<file path="config.mk">
export PLATFORM = sky130hd
export DESIGN_NAME = me1_stage_reg_t_flat
export DESIGN_NICKNAME = d
export VERILOG_FILES = /design/src/rtl/me1_stage_reg_t_if.sv /design/src/rtl/me1_stage_reg_t.sv /design/src/flat_wrapper.sv
export SDC_FILE = /design/constraint.sdc
export NUM_CORES = 1
export LEC_CHECK = 0
export ABC_CLOCK_PERIOD_IN_PS = 15620
export BUFFER_PORTS_ARGS = -buffer_cell sky130_fd_sc_hd__buf_2
export CAP_MARGIN = 40
export CORE_MARGIN = 3
export CORE_UTILIZATION = 35
export CTS_CLUSTER_DIAMETER = 40
export CTS_CLUSTER_SIZE = 10
export DETAILED_ROUTE_END_ITERATION = 10
export SETUP_SLACK_MARGIN = 0.02
export SLEW_MARGIN = 5
export SYNTH_ARGS = -nofsm -noshare
export SYNTH_HDL_FRONTEND = slang
export SYNTH_SLANG_ARGS = --single-unit
</file>
<file path="constraint.sdc">
create_clock -name CLK -period 15.62 [get_ports CLK]
set_clock_uncertainty 0.2 [all_clocks]
set_input_delay 0.781 -clock CLK [delete_from_list [all_inputs] [get_ports CLK]]
set_output_delay 0.781 -clock CLK [all_outputs]
set_load 0.02 [all_outputs]
</file>
<file path="src/rtl/me1_stage_reg_t_if.sv">
// me1_stage_reg_t_if
// EX1 -> ME1 transfer bundle plus handshake.
//   master : EX1/ME1 side (drives ACT, *_D, me_ready, flush; observes in_ready, *_Q)
//   slave  : the stage register (me1_stage_reg_t)
// Signals:
//   ACT, r_me1_*_D          offered beat from EX1
//   in_ready                buffer can take a beat (registered)
//   me_ready                ME1 consumes the head entry this cycle
//   flush                   discard held and incoming beats
//   r_me1_valid_Q, r_me1_*_Q head entry presented to ME1
interface me1_stage_reg_t_if #(
  parameter int XLEN = 32,
  parameter int RD_W = 5
);
  logic            ACT;
  logic            r_me1_valid_D;
  logic [XLEN-1:0] r_me1_pc_D;
  logic [XLEN-1:0] r_me1_alu_D;
  logic [XLEN-1:0] r_me1_bradd_D;
  logic [XLEN-1:0] r_me1_wtdat_D;
  logic [RD_W-1:0] r_me1_rd_D;
  logic            r_me1_regwrite_D;
  logic [1:0]      r_me1_rfwt_sel_D;
  logic [3:0]      r_me1_memop_D;
  logic [2:0]      r_me1_branchop_D;
  logic            r_me1_zero_D;
  logic            r_me1_order_D;

  logic            in_ready;
  logic            me_ready;
  logic            flush;

  logic            r_me1_valid_Q;
  logic [XLEN-1:0] r_me1_pc_Q;
  logic [XLEN-1:0] r_me1_alu_Q;
  logic [XLEN-1:0] r_me1_bradd_Q;
  logic [XLEN-1:0] r_me1_wtdat_Q;
  logic [RD_W-1:0] r_me1_rd_Q;
  logic            r_me1_regwrite_Q;
  logic [1:0]      r_me1_rfwt_sel_Q;
  logic [3:0]      r_me1_memop_Q;
  logic [2:0]      r_me1_branchop_Q;
  logic            r_me1_zero_Q;
  logic            r_me1_order_Q;

  modport master (
    output ACT, r_me1_valid_D, r_me1_pc_D, r_me1_alu_D, r_me1_bradd_D,
           r_me1_wtdat_D, r_me1_rd_D, r_me1_regwrite_D, r_me1_rfwt_sel_D,
           r_me1_memop_D, r_me1_branchop_D, r_me1_zero_D, r_me1_order_D,
           me_ready, flush,
    input  in_ready, r_me1_valid_Q, r_me1_pc_Q, r_me1_alu_Q, r_me1_bradd_Q,
           r_me1_wtdat_Q, r_me1_rd_Q, r_me1_regwrite_Q, r_me1_rfwt_sel_Q,
           r_me1_memop_Q, r_me1_branchop_Q, r_me1_zero_Q, r_me1_order_Q
  );

  modport slave (
    input  ACT, r_me1_valid_D, r_me1_pc_D, r_me1_alu_D, r_me1_bradd_D,
           r_me1_wtdat_D, r_me1_rd_D, r_me1_regwrite_D, r_me1_rfwt_sel_D,
           r_me1_memop_D, r_me1_branchop_D, r_me1_zero_D, r_me1_order_D,
           me_ready, flush,
    output in_ready, r_me1_valid_Q, r_me1_pc_Q, r_me1_alu_Q, r_me1_bradd_Q,
           r_me1_wtdat_Q, r_me1_rd_Q, r_me1_regwrite_Q, r_me1_rfwt_sel_Q,
           r_me1_memop_Q, r_me1_branchop_Q, r_me1_zero_Q, r_me1_order_Q
  );
endinterface

</file>
<file path="src/rtl/me1_stage_reg_t.sv">
// me1_stage_reg_t
// Receiving end of the EX1->ME1 transfer. Beats written by EX1 (ACT with
// r_me1_valid_D) are held in a 2-entry in-order skid buffer (MAIN + SKID);
// MAIN drives the registered r_me1_*_Q outputs toward ME1.
// Ports:
//   CLK      rising-edge clock
//   RST      synchronous reset, active high (clears state and all Q outputs)
//   bus      me1_stage_reg_t_if.slave: ACT/*_D in, in_ready out, me_ready and
//            flush in, r_me1_valid_Q/*_Q out
//   br_taken, br_target  only when ME1_BRANCH_RESOLVE_EN is defined: branch
//            outcome/target resolved combinationally from MAIN, gated by
//            r_me1_valid_Q
// Optional build macro: ME1_BRANCH_RESOLVE_EN
module me1_stage_reg_t #(
  parameter int XLEN = 32,
  parameter int RD_W = 5
) (
  input  logic             CLK,
  input  logic             RST,
  me1_stage_reg_t_if.slave bus
`ifdef ME1_BRANCH_RESOLVE_EN
  ,
  output logic             br_taken,
  output logic [XLEN-1:0]  br_target
`endif
);

  // Payload: pc, alu, bradd, wtdat, rd, regwrite, rfwt_sel(2), memop(4),
  // branchop(3), zero, order. valid is not stored: it follows occupancy.
  localparam int PW = 4*XLEN + RD_W + 12;

  typedef enum logic [1:0] {
    EMPTY = 2'd0,
    ONE   = 2'd1,
    FULL  = 2'd2
  } state_t;

  state_t        state, state_nxt;
  logic          in_ready_r;
  logic          accept, pop;
  logic          load_main_beat, load_main_skid, load_skid_beat;
  logic [PW-1:0] beat_p0;
  logic [PW-1:0] main_p1;
  logic [PW-1:0] skid_p1;

  // ---- stage p0: incoming beat from EX1 ----
  assign beat_p0 = {bus.r_me1_pc_D, bus.r_me1_alu_D, bus.r_me1_bradd_D,
                    bus.r_me1_wtdat_D, bus.r_me1_rd_D, bus.r_me1_regwrite_D,
                    bus.r_me1_rfwt_sel_D, bus.r_me1_memop_D,
                    bus.r_me1_branchop_D, bus.r_me1_zero_D, bus.r_me1_order_D};

  // Bubbles are never stored; flush drops a same-cycle accept.
  assign accept = bus.ACT & bus.r_me1_valid_D & in_ready_r & ~bus.flush;
  assign pop    = (state != EMPTY) & bus.me_ready;

  always_comb begin
    state_nxt      = state;
    load_main_beat = 1'b0;
    load_main_skid = 1'b0;
    load_skid_beat = 1'b0;
    if (bus.flush) begin
      state_nxt = EMPTY;
    end else begin
      case (state)
        EMPTY: begin
          if (accept) begin
            load_main_beat = 1'b1;
            state_nxt      = ONE;
          end
        end
        ONE: begin
          if (accept && pop) begin
            load_main_beat = 1'b1;
          end else if (accept) begin
            load_skid_beat = 1'b1;
            state_nxt      = FULL;
          end else if (pop) begin
            state_nxt = EMPTY;
          end
        end
        FULL: begin
          // in_ready is low here, so only a pop can happen.
          if (pop) begin
            load_main_skid = 1'b1;
            state_nxt      = ONE;
          end
        end
        default: state_nxt = EMPTY;
      endcase
    end
  end

  // ---- stage p1: MAIN/SKID storage ----
  always_ff @(posedge CLK) begin
    if (RST) begin
      state      <= EMPTY;
      in_ready_r <= 1'b1;
      main_p1    <= '0;
    end else begin
      state      <= state_nxt;
      in_ready_r <= (state_nxt != FULL);
      if (load_main_beat) begin
        main_p1 <= beat_p0;
      end else if (load_main_skid) begin
        main_p1 <= skid_p1;
      end
    end
  end

  // SKID content is only ever read in FULL, so it needs no reset.
  always_ff @(posedge CLK) begin
    if (load_skid_beat) begin
      skid_p1 <= beat_p0;
    end
  end

  assign bus.in_ready      = in_ready_r;
  assign bus.r_me1_valid_Q = (state != EMPTY);
  assign {bus.r_me1_pc_Q, bus.r_me1_alu_Q, bus.r_me1_bradd_Q,
          bus.r_me1_wtdat_Q, bus.r_me1_rd_Q, bus.r_me1_regwrite_Q,
          bus.r_me1_rfwt_sel_Q, bus.r_me1_memop_Q, bus.r_me1_branchop_Q,
          bus.r_me1_zero_Q, bus.r_me1_order_Q} = main_p1;

`ifdef ME1_BRANCH_RESOLVE_EN
  function automatic logic resolve_branch(input logic [2:0] op,
                                          input logic       zero);
    case (op)
      3'b000:  return 1'b0;
      3'b001:  return zero;
      3'b010:  return ~zero;
      3'b011:  return 1'b1;
      default: return zero;
    endcase
  endfunction

  assign br_taken  = bus.r_me1_valid_Q &
                     resolve_branch(bus.r_me1_branchop_Q, bus.r_me1_zero_Q);
  assign br_target = bus.r_me1_bradd_Q;
`endif

endmodule

</file>
<file path="src/flat_wrapper.sv">
// flat-port wrapper written by rule: the top's interface ports become plain ports
module me1_stage_reg_t_flat 
#(
  parameter int XLEN = 32,
  parameter int RD_W = 5
)
  (CLK, RST, bus_ACT, bus_r_me1_valid_D, bus_r_me1_pc_D, bus_r_me1_alu_D, bus_r_me1_bradd_D, bus_r_me1_wtdat_D, bus_r_me1_rd_D, bus_r_me1_regwrite_D, bus_r_me1_rfwt_sel_D, bus_r_me1_memop_D, bus_r_me1_branchop_D, bus_r_me1_zero_D, bus_r_me1_order_D, bus_me_ready, bus_flush, bus_in_ready, bus_r_me1_valid_Q, bus_r_me1_pc_Q, bus_r_me1_alu_Q, bus_r_me1_bradd_Q, bus_r_me1_wtdat_Q, bus_r_me1_rd_Q, bus_r_me1_regwrite_Q, bus_r_me1_rfwt_sel_Q, bus_r_me1_memop_Q, bus_r_me1_branchop_Q, bus_r_me1_zero_Q, bus_r_me1_order_Q);
  me1_stage_reg_t_if #(.XLEN(XLEN), .RD_W(RD_W)) bus_i ();
  input  logic CLK;
  input  logic RST;
  input wire logic [$bits(bus_i.ACT)-1:0] bus_ACT;
  input wire logic [$bits(bus_i.r_me1_valid_D)-1:0] bus_r_me1_valid_D;
  input wire logic [$bits(bus_i.r_me1_pc_D)-1:0] bus_r_me1_pc_D;
  input wire logic [$bits(bus_i.r_me1_alu_D)-1:0] bus_r_me1_alu_D;
  input wire logic [$bits(bus_i.r_me1_bradd_D)-1:0] bus_r_me1_bradd_D;
  input wire logic [$bits(bus_i.r_me1_wtdat_D)-1:0] bus_r_me1_wtdat_D;
  input wire logic [$bits(bus_i.r_me1_rd_D)-1:0] bus_r_me1_rd_D;
  input wire logic [$bits(bus_i.r_me1_regwrite_D)-1:0] bus_r_me1_regwrite_D;
  input wire logic [$bits(bus_i.r_me1_rfwt_sel_D)-1:0] bus_r_me1_rfwt_sel_D;
  input wire logic [$bits(bus_i.r_me1_memop_D)-1:0] bus_r_me1_memop_D;
  input wire logic [$bits(bus_i.r_me1_branchop_D)-1:0] bus_r_me1_branchop_D;
  input wire logic [$bits(bus_i.r_me1_zero_D)-1:0] bus_r_me1_zero_D;
  input wire logic [$bits(bus_i.r_me1_order_D)-1:0] bus_r_me1_order_D;
  input wire logic [$bits(bus_i.me_ready)-1:0] bus_me_ready;
  input wire logic [$bits(bus_i.flush)-1:0] bus_flush;
  output wire logic [$bits(bus_i.in_ready)-1:0] bus_in_ready;
  output wire logic [$bits(bus_i.r_me1_valid_Q)-1:0] bus_r_me1_valid_Q;
  output wire logic [$bits(bus_i.r_me1_pc_Q)-1:0] bus_r_me1_pc_Q;
  output wire logic [$bits(bus_i.r_me1_alu_Q)-1:0] bus_r_me1_alu_Q;
  output wire logic [$bits(bus_i.r_me1_bradd_Q)-1:0] bus_r_me1_bradd_Q;
  output wire logic [$bits(bus_i.r_me1_wtdat_Q)-1:0] bus_r_me1_wtdat_Q;
  output wire logic [$bits(bus_i.r_me1_rd_Q)-1:0] bus_r_me1_rd_Q;
  output wire logic [$bits(bus_i.r_me1_regwrite_Q)-1:0] bus_r_me1_regwrite_Q;
  output wire logic [$bits(bus_i.r_me1_rfwt_sel_Q)-1:0] bus_r_me1_rfwt_sel_Q;
  output wire logic [$bits(bus_i.r_me1_memop_Q)-1:0] bus_r_me1_memop_Q;
  output wire logic [$bits(bus_i.r_me1_branchop_Q)-1:0] bus_r_me1_branchop_Q;
  output wire logic [$bits(bus_i.r_me1_zero_Q)-1:0] bus_r_me1_zero_Q;
  output wire logic [$bits(bus_i.r_me1_order_Q)-1:0] bus_r_me1_order_Q;
  assign bus_i.ACT = bus_ACT;
  assign bus_i.r_me1_valid_D = bus_r_me1_valid_D;
  assign bus_i.r_me1_pc_D = bus_r_me1_pc_D;
  assign bus_i.r_me1_alu_D = bus_r_me1_alu_D;
  assign bus_i.r_me1_bradd_D = bus_r_me1_bradd_D;
  assign bus_i.r_me1_wtdat_D = bus_r_me1_wtdat_D;
  assign bus_i.r_me1_rd_D = bus_r_me1_rd_D;
  assign bus_i.r_me1_regwrite_D = bus_r_me1_regwrite_D;
  assign bus_i.r_me1_rfwt_sel_D = bus_r_me1_rfwt_sel_D;
  assign bus_i.r_me1_memop_D = bus_r_me1_memop_D;
  assign bus_i.r_me1_branchop_D = bus_r_me1_branchop_D;
  assign bus_i.r_me1_zero_D = bus_r_me1_zero_D;
  assign bus_i.r_me1_order_D = bus_r_me1_order_D;
  assign bus_i.me_ready = bus_me_ready;
  assign bus_i.flush = bus_flush;
  assign bus_in_ready = bus_i.in_ready;
  assign bus_r_me1_valid_Q = bus_i.r_me1_valid_Q;
  assign bus_r_me1_pc_Q = bus_i.r_me1_pc_Q;
  assign bus_r_me1_alu_Q = bus_i.r_me1_alu_Q;
  assign bus_r_me1_bradd_Q = bus_i.r_me1_bradd_Q;
  assign bus_r_me1_wtdat_Q = bus_i.r_me1_wtdat_Q;
  assign bus_r_me1_rd_Q = bus_i.r_me1_rd_Q;
  assign bus_r_me1_regwrite_Q = bus_i.r_me1_regwrite_Q;
  assign bus_r_me1_rfwt_sel_Q = bus_i.r_me1_rfwt_sel_Q;
  assign bus_r_me1_memop_Q = bus_i.r_me1_memop_Q;
  assign bus_r_me1_branchop_Q = bus_i.r_me1_branchop_Q;
  assign bus_r_me1_zero_Q = bus_i.r_me1_zero_Q;
  assign bus_r_me1_order_Q = bus_i.r_me1_order_Q;
  me1_stage_reg_t #(.XLEN(XLEN), .RD_W(RD_W)) u_core (.CLK(CLK), .RST(RST), .bus(bus_i));
endmodule
</file>
[Word level (Yosys, flattened, before mapping)]
Index checks and enable logic that the tools add are counted.
Word-level totals
  register bits: 293
  logic and storage cells: 35
  output and inout bits: 147
Operators by class
  reduce and logical (&&, ||, !) cells: 4
  equality and inequality tests: 3
  bitwise gates (word level): 5
  multiplexer cells: 19
Operators by type and width (count)
  $mux 145: 2
  $mux 2: 6
  $mux 1: 9
  $pmux 2 s3: 1
  $and 1x1->1: 4
  $reduce_bool 2->1: 2
  $eq 2x1->1 const B: 1
  $eq 2x2->1 const B: 1
  $logic_not 2->1: 1
  $ne 2x2->1 const B: 1
  $pmux 1 s2: 1
  $logic_and 1x1->1: 1
  $not 1->1: 1

[Longest topological paths before layout]
  depth after elaboration: 8
  gate-level depth with buffers: 7

[Worst setup path after synthesis]
OpenSTA, ideal clock, no wires.
  path kind: input to register
  start point: in bus_flush
  end point: reg u_core.skid_p1[0] (enable)
  setup slack: -617 ps
  data required time: 14417 ps
  arrival time: 15034 ps
  stages: 4
  cell sequence: nand4b_4 > clkbuf_1 > buf_1 > nor4_1
On the way
  word-level cells in the longest chain between the ends: 6
Ends and longest elaborated chain
  start: declaration: line flat_wrapper.sv:25  | input wire logic [$bits(bus_i.flush)-1:0] bus_flush;
  $not 1->1: line me1_stage_reg_t.sv:53  | assign accept = bus.ACT & bus.r_me1_valid_D & in_ready_r & ~bus.flush;
  $and 1x1->1: line me1_stage_reg_t.sv:53
  $mux 1 / $logic_and 1x1->1 (equally long branches): line me1_stage_reg_t.sv:74, me1_stage_reg_t.sv:72
  $mux 1: line me1_stage_reg_t.sv:72  | if (accept && pop) begin
  $mux 1: line me1_stage_reg_t.sv:64  | case (state)
  $mux 1 *: line me1_stage_reg_t.sv:61  | if (bus.flush) begin
  via u_core.load_skid_beat: line me1_stage_reg_t.sv:41  | logic load_main_beat, load_main_skid, load_skid_beat;
  end signal: assignment: line me1_stage_reg_t.sv:113  | skid_p1 <= beat_p0;
  end: declaration: line me1_stage_reg_t.sv:44  | logic [PW-1:0] skid_p1;
The timed path passes the listed nets; every way through them passes the cells marked *.
A chain may end at the register's enable or synchronous reset.

[Final worst setup path]
  start point: reg u_core.state[1]
  end point: reg u_core.main_p1[138]
On the way
  word-level cells in the longest chain between the ends: 7
Ends and longest elaborated chain
  start: declaration: line me1_stage_reg_t.sv:38  | state_t state, state_nxt;
  start signal: assignment: line me1_stage_reg_t.sv:100  | state <= state_nxt;
  $reduce_bool 2->1: line me1_stage_reg_t.sv:54  | assign pop = (state != EMPTY) & bus.me_ready;
  $and 1x1->1: line me1_stage_reg_t.sv:54
  $logic_and 1x1->1: line me1_stage_reg_t.sv:72
  $mux 1: line me1_stage_reg_t.sv:72
  $pmux 1 s2: line me1_stage_reg_t.sv:64
  $mux 1: line me1_stage_reg_t.sv:61
  $mux 145 / $reduce_bool 2->1 (equally long branches)
  end signal: assignment: line me1_stage_reg_t.sv:103  | main_p1 <= beat_p0;
  end signal: assignment: line me1_stage_reg_t.sv:105  | main_p1 <= skid_p1;
  end: declaration: line me1_stage_reg_t.sv:43  | logic [PW-1:0] main_p1;
Parallel ways exist; a longest one is shown, timed or not.

==> results.txt <==
Buffers on Ports: 297
Final Power: 1.98 mW
Critical R2R Launch: u_core.state[1]
Reg2Reg Depth: 4
final period utilization: 20.3%
Remaining Overflow, GRT: 0
CP Launch Type: register
YS warnings: 0
Die ar.: 35100 µm²
post-synth cell types: 24
Worst Hold Class: primary input to register
# setup viols final: 0
Max VDD drop: 0.116 mV
drt initial violations: 751
Net count, final: 1410
Synth Net Count: 1155
Reg area: 7320 µm²
count of pins over their slew limit: 0
Post-Syn Area per Cell: 11.5 µm²
most frequent cell on the critical path: buf_4
dpl hpwl: 21000 µm
layout cells sized above 1: 34.9%
stages on the worst setup path: 4
Wirelength per Cell: 20.3 µm
row cnt: 65
clk sink count: 293
crit end category: register
footprint of the multi-input gates: 3760 µm²
MaxCap Viol Count: 0
RSZ-0062 raised after global routing: false
Starting Density: 36.0%
drt via density: 5.47
Mapped Cells: 1004
routability cong.: 0.748
ANT nets after route: 0
Power Dens Cells: 132 nW/µm²
Core ar.: 32000 µm²
IO Count: 298
post-route cell area: 15000 µm²
initial antenna violation count: 2
1st-pass router iterations: 5
CTS root buf: clkbuf_16
largest net degree at the start of global routing: 82
number of clock buffers inserted by TritonCTS: 46
Vias: 9487
FF-to-FF End: u_core.main_p1[138]
final setup TNS: 0 ps
most frequent cells in the layout: buf_2 (296), nand2_1 (290), dfxtp_1 (147)
most common cell after layout, fill and taps aside: buf_2
Worst path max stage delay: 910 ps
dpl cell area: 13500 µm²
Setup crit start: u_core.state[1]
Synth Register Bits: 293
CP Class: register to register
Worst Setup EP: u_core.main_p1[138]
status: completed
vias in the first global route: 9407
CTS tree: built
maximum fanout along the worst path: 73
CTS Hold Bufs: 0
Leak: 5.36 nW
Data required, critical path: 15770 ps
DRT Wirelength: 35200 µm
r2r setup slk: 12440 ps
cell family with most CP delay: buffers and inverters
worst slew pin tran: 920 ps
min Tclk post-route: 3180 ps
Die Y: 187 µm
hold path startpoint: bus_r_me1_wtdat_D[29]
post-CTS setup buffers: 0
first-pass GRT wire length: 55400 µm
crit path buf inv count: 2
clk_lat worst skew: 530 ps
Worst path slowest cell: dfxtp_4
Post-Syn Area: 11500 µm²
Area Overhead vs Synth: 30.6%
Critical Path, Cell by Cell: buf_4 > or3_4 > buf_4 > a311oi_2
post-cts sizing count: 0
Post-route DRC: 0
GR Util All Layers: 19.1%
Bufs on Longest Clock Path: 3
final-report hold violation count: 0
Rel. slew slack: 38.7%
crit path DAT: 3330 ps
Fillers: 2962
sequential area share after synthesis: 63.6%
clock slew at reported path FFs: 50 ps
H-tree depth: 2
Achievable Freq: 0.315 GHz
Die X: 187 µm
[routing by layer]
metal | vias up | global-route usage, % | wire, µm
li1 | 4388 | - | -
met1 | 4601 | 27.9 | 15700
met2 | 434 | 28.8 | 15800
met3 | 62 | 4.07 | 2860
met4 | 2 | 5.32 | 829
met5 | - | 0 | 11
[Yosys cell counts]
| cell | count | area [µm²] |
|---|---|---|
| nand2_1 | 290 | 1090 |
| dfxtp_1 | 148 | 2960 |
| nor4_1 | 146 | 913 |
| edfxtp_1 | 145 | 4350 |
| a311oi_1 | 95 | 832 |
| clkbuf_1 | 82 | 308 |
| a311oi_2 | 50 | 751 |
| buf_2 | 12 | 60.1 |
| buf_1 | 11 | 41.3 |
| buf_4 | 6 | 45.0 |
| buf_6 | 2 | 22.5 |
| nor2_1 | 2 | 7.51 |
| nor2b_1 | 2 | 12.5 |
| nor3_1 | 2 | 10.0 |
| or2_2 | 2 | 12.5 |
| a2111oi_0 | 1 | 8.76 |
| a21boi_0 | 1 | 7.51 |
| and4bb_2 | 1 | 12.5 |
| inv_1 | 1 | 3.75 |
| nand4b_4 | 1 | 23.8 |
| nand4bb_1 | 1 | 11.3 |
| o21a_1 | 1 | 7.51 |
| o21ai_0 | 1 | 5.00 |
| or3_1 | 1 | 6.26 |
[sequential cells by signal (all words and copies together) (netlist names)]
| signal | cells |
|---|---|
| u_core.bus.in_ready | 1 |
| u_core.main_p1 | 145 |
| u_core.skid_p1 | 145 |
| u_core.state | 2 |
[report_power, final]
group,internal [mW],switching (mW),total (mW)
Clock,0.644,0.368,1.01
Sequential,0.826,0.0121,0.839
Combinational,0.0488,0.0823,0.131
[cell type report]
cell class | instances | share of cell area, %
multi-input cells | 597 | 25.0
clock buffers | 63 | 8.76
flip-flops and latches | 293 | 48.7
repair buffers | 320 | 12.3
well taps | 435 | 3.62
diodes | 2 | 0.0333
clock inverters | 22 | 1.51
inverters | 1 | 0.0250
[cells by family (layout without fill, tap and decap cells)]
logic type             Yosys count  after routing  synth area share (%)
AND/OR/NAND/NOR                448            448                  18.2
flip-flops                     293            293                  63.6
AO/OA/AOI/OAI                  149            149                  14.0
buffers and inverters          114            406                  4.18
other                            0              2                     0
[worst min-delay path by stage]
stage	to	slack [ps]	cells after the start
floorplan	u_core.main_p1[10]	320	2
global placement	u_core.main_p1[39]	270	2
detailed placement	u_core.main_p1[47]	280	2
CTS	u_core.skid_p1[46]	210	1
global route	u_core.skid_p1[42]	220	1
finish	u_core.skid_p1[46]	240	1
[worst reg2reg max path, stage by stage (launching register included)]
cell and delay [ps]:
dfxtp_4 910, buf_4 480, or3_4 390, buf_4 710
a311oi_2 310
[per-stage QoR]
stage               setup slack [ps]  utilization (%)  cells  hold slack, ps
detailed placement             12080             42.2   1646             284
finish                         12440             47.0   1733             236
global placement               11500             41.3   1635             275
CTS                            12500             47.0   1731             210
floorplan                       5530                -   1004             325
global route                   12270             47.0   1732             218
(Power assumes the default switching activity.)
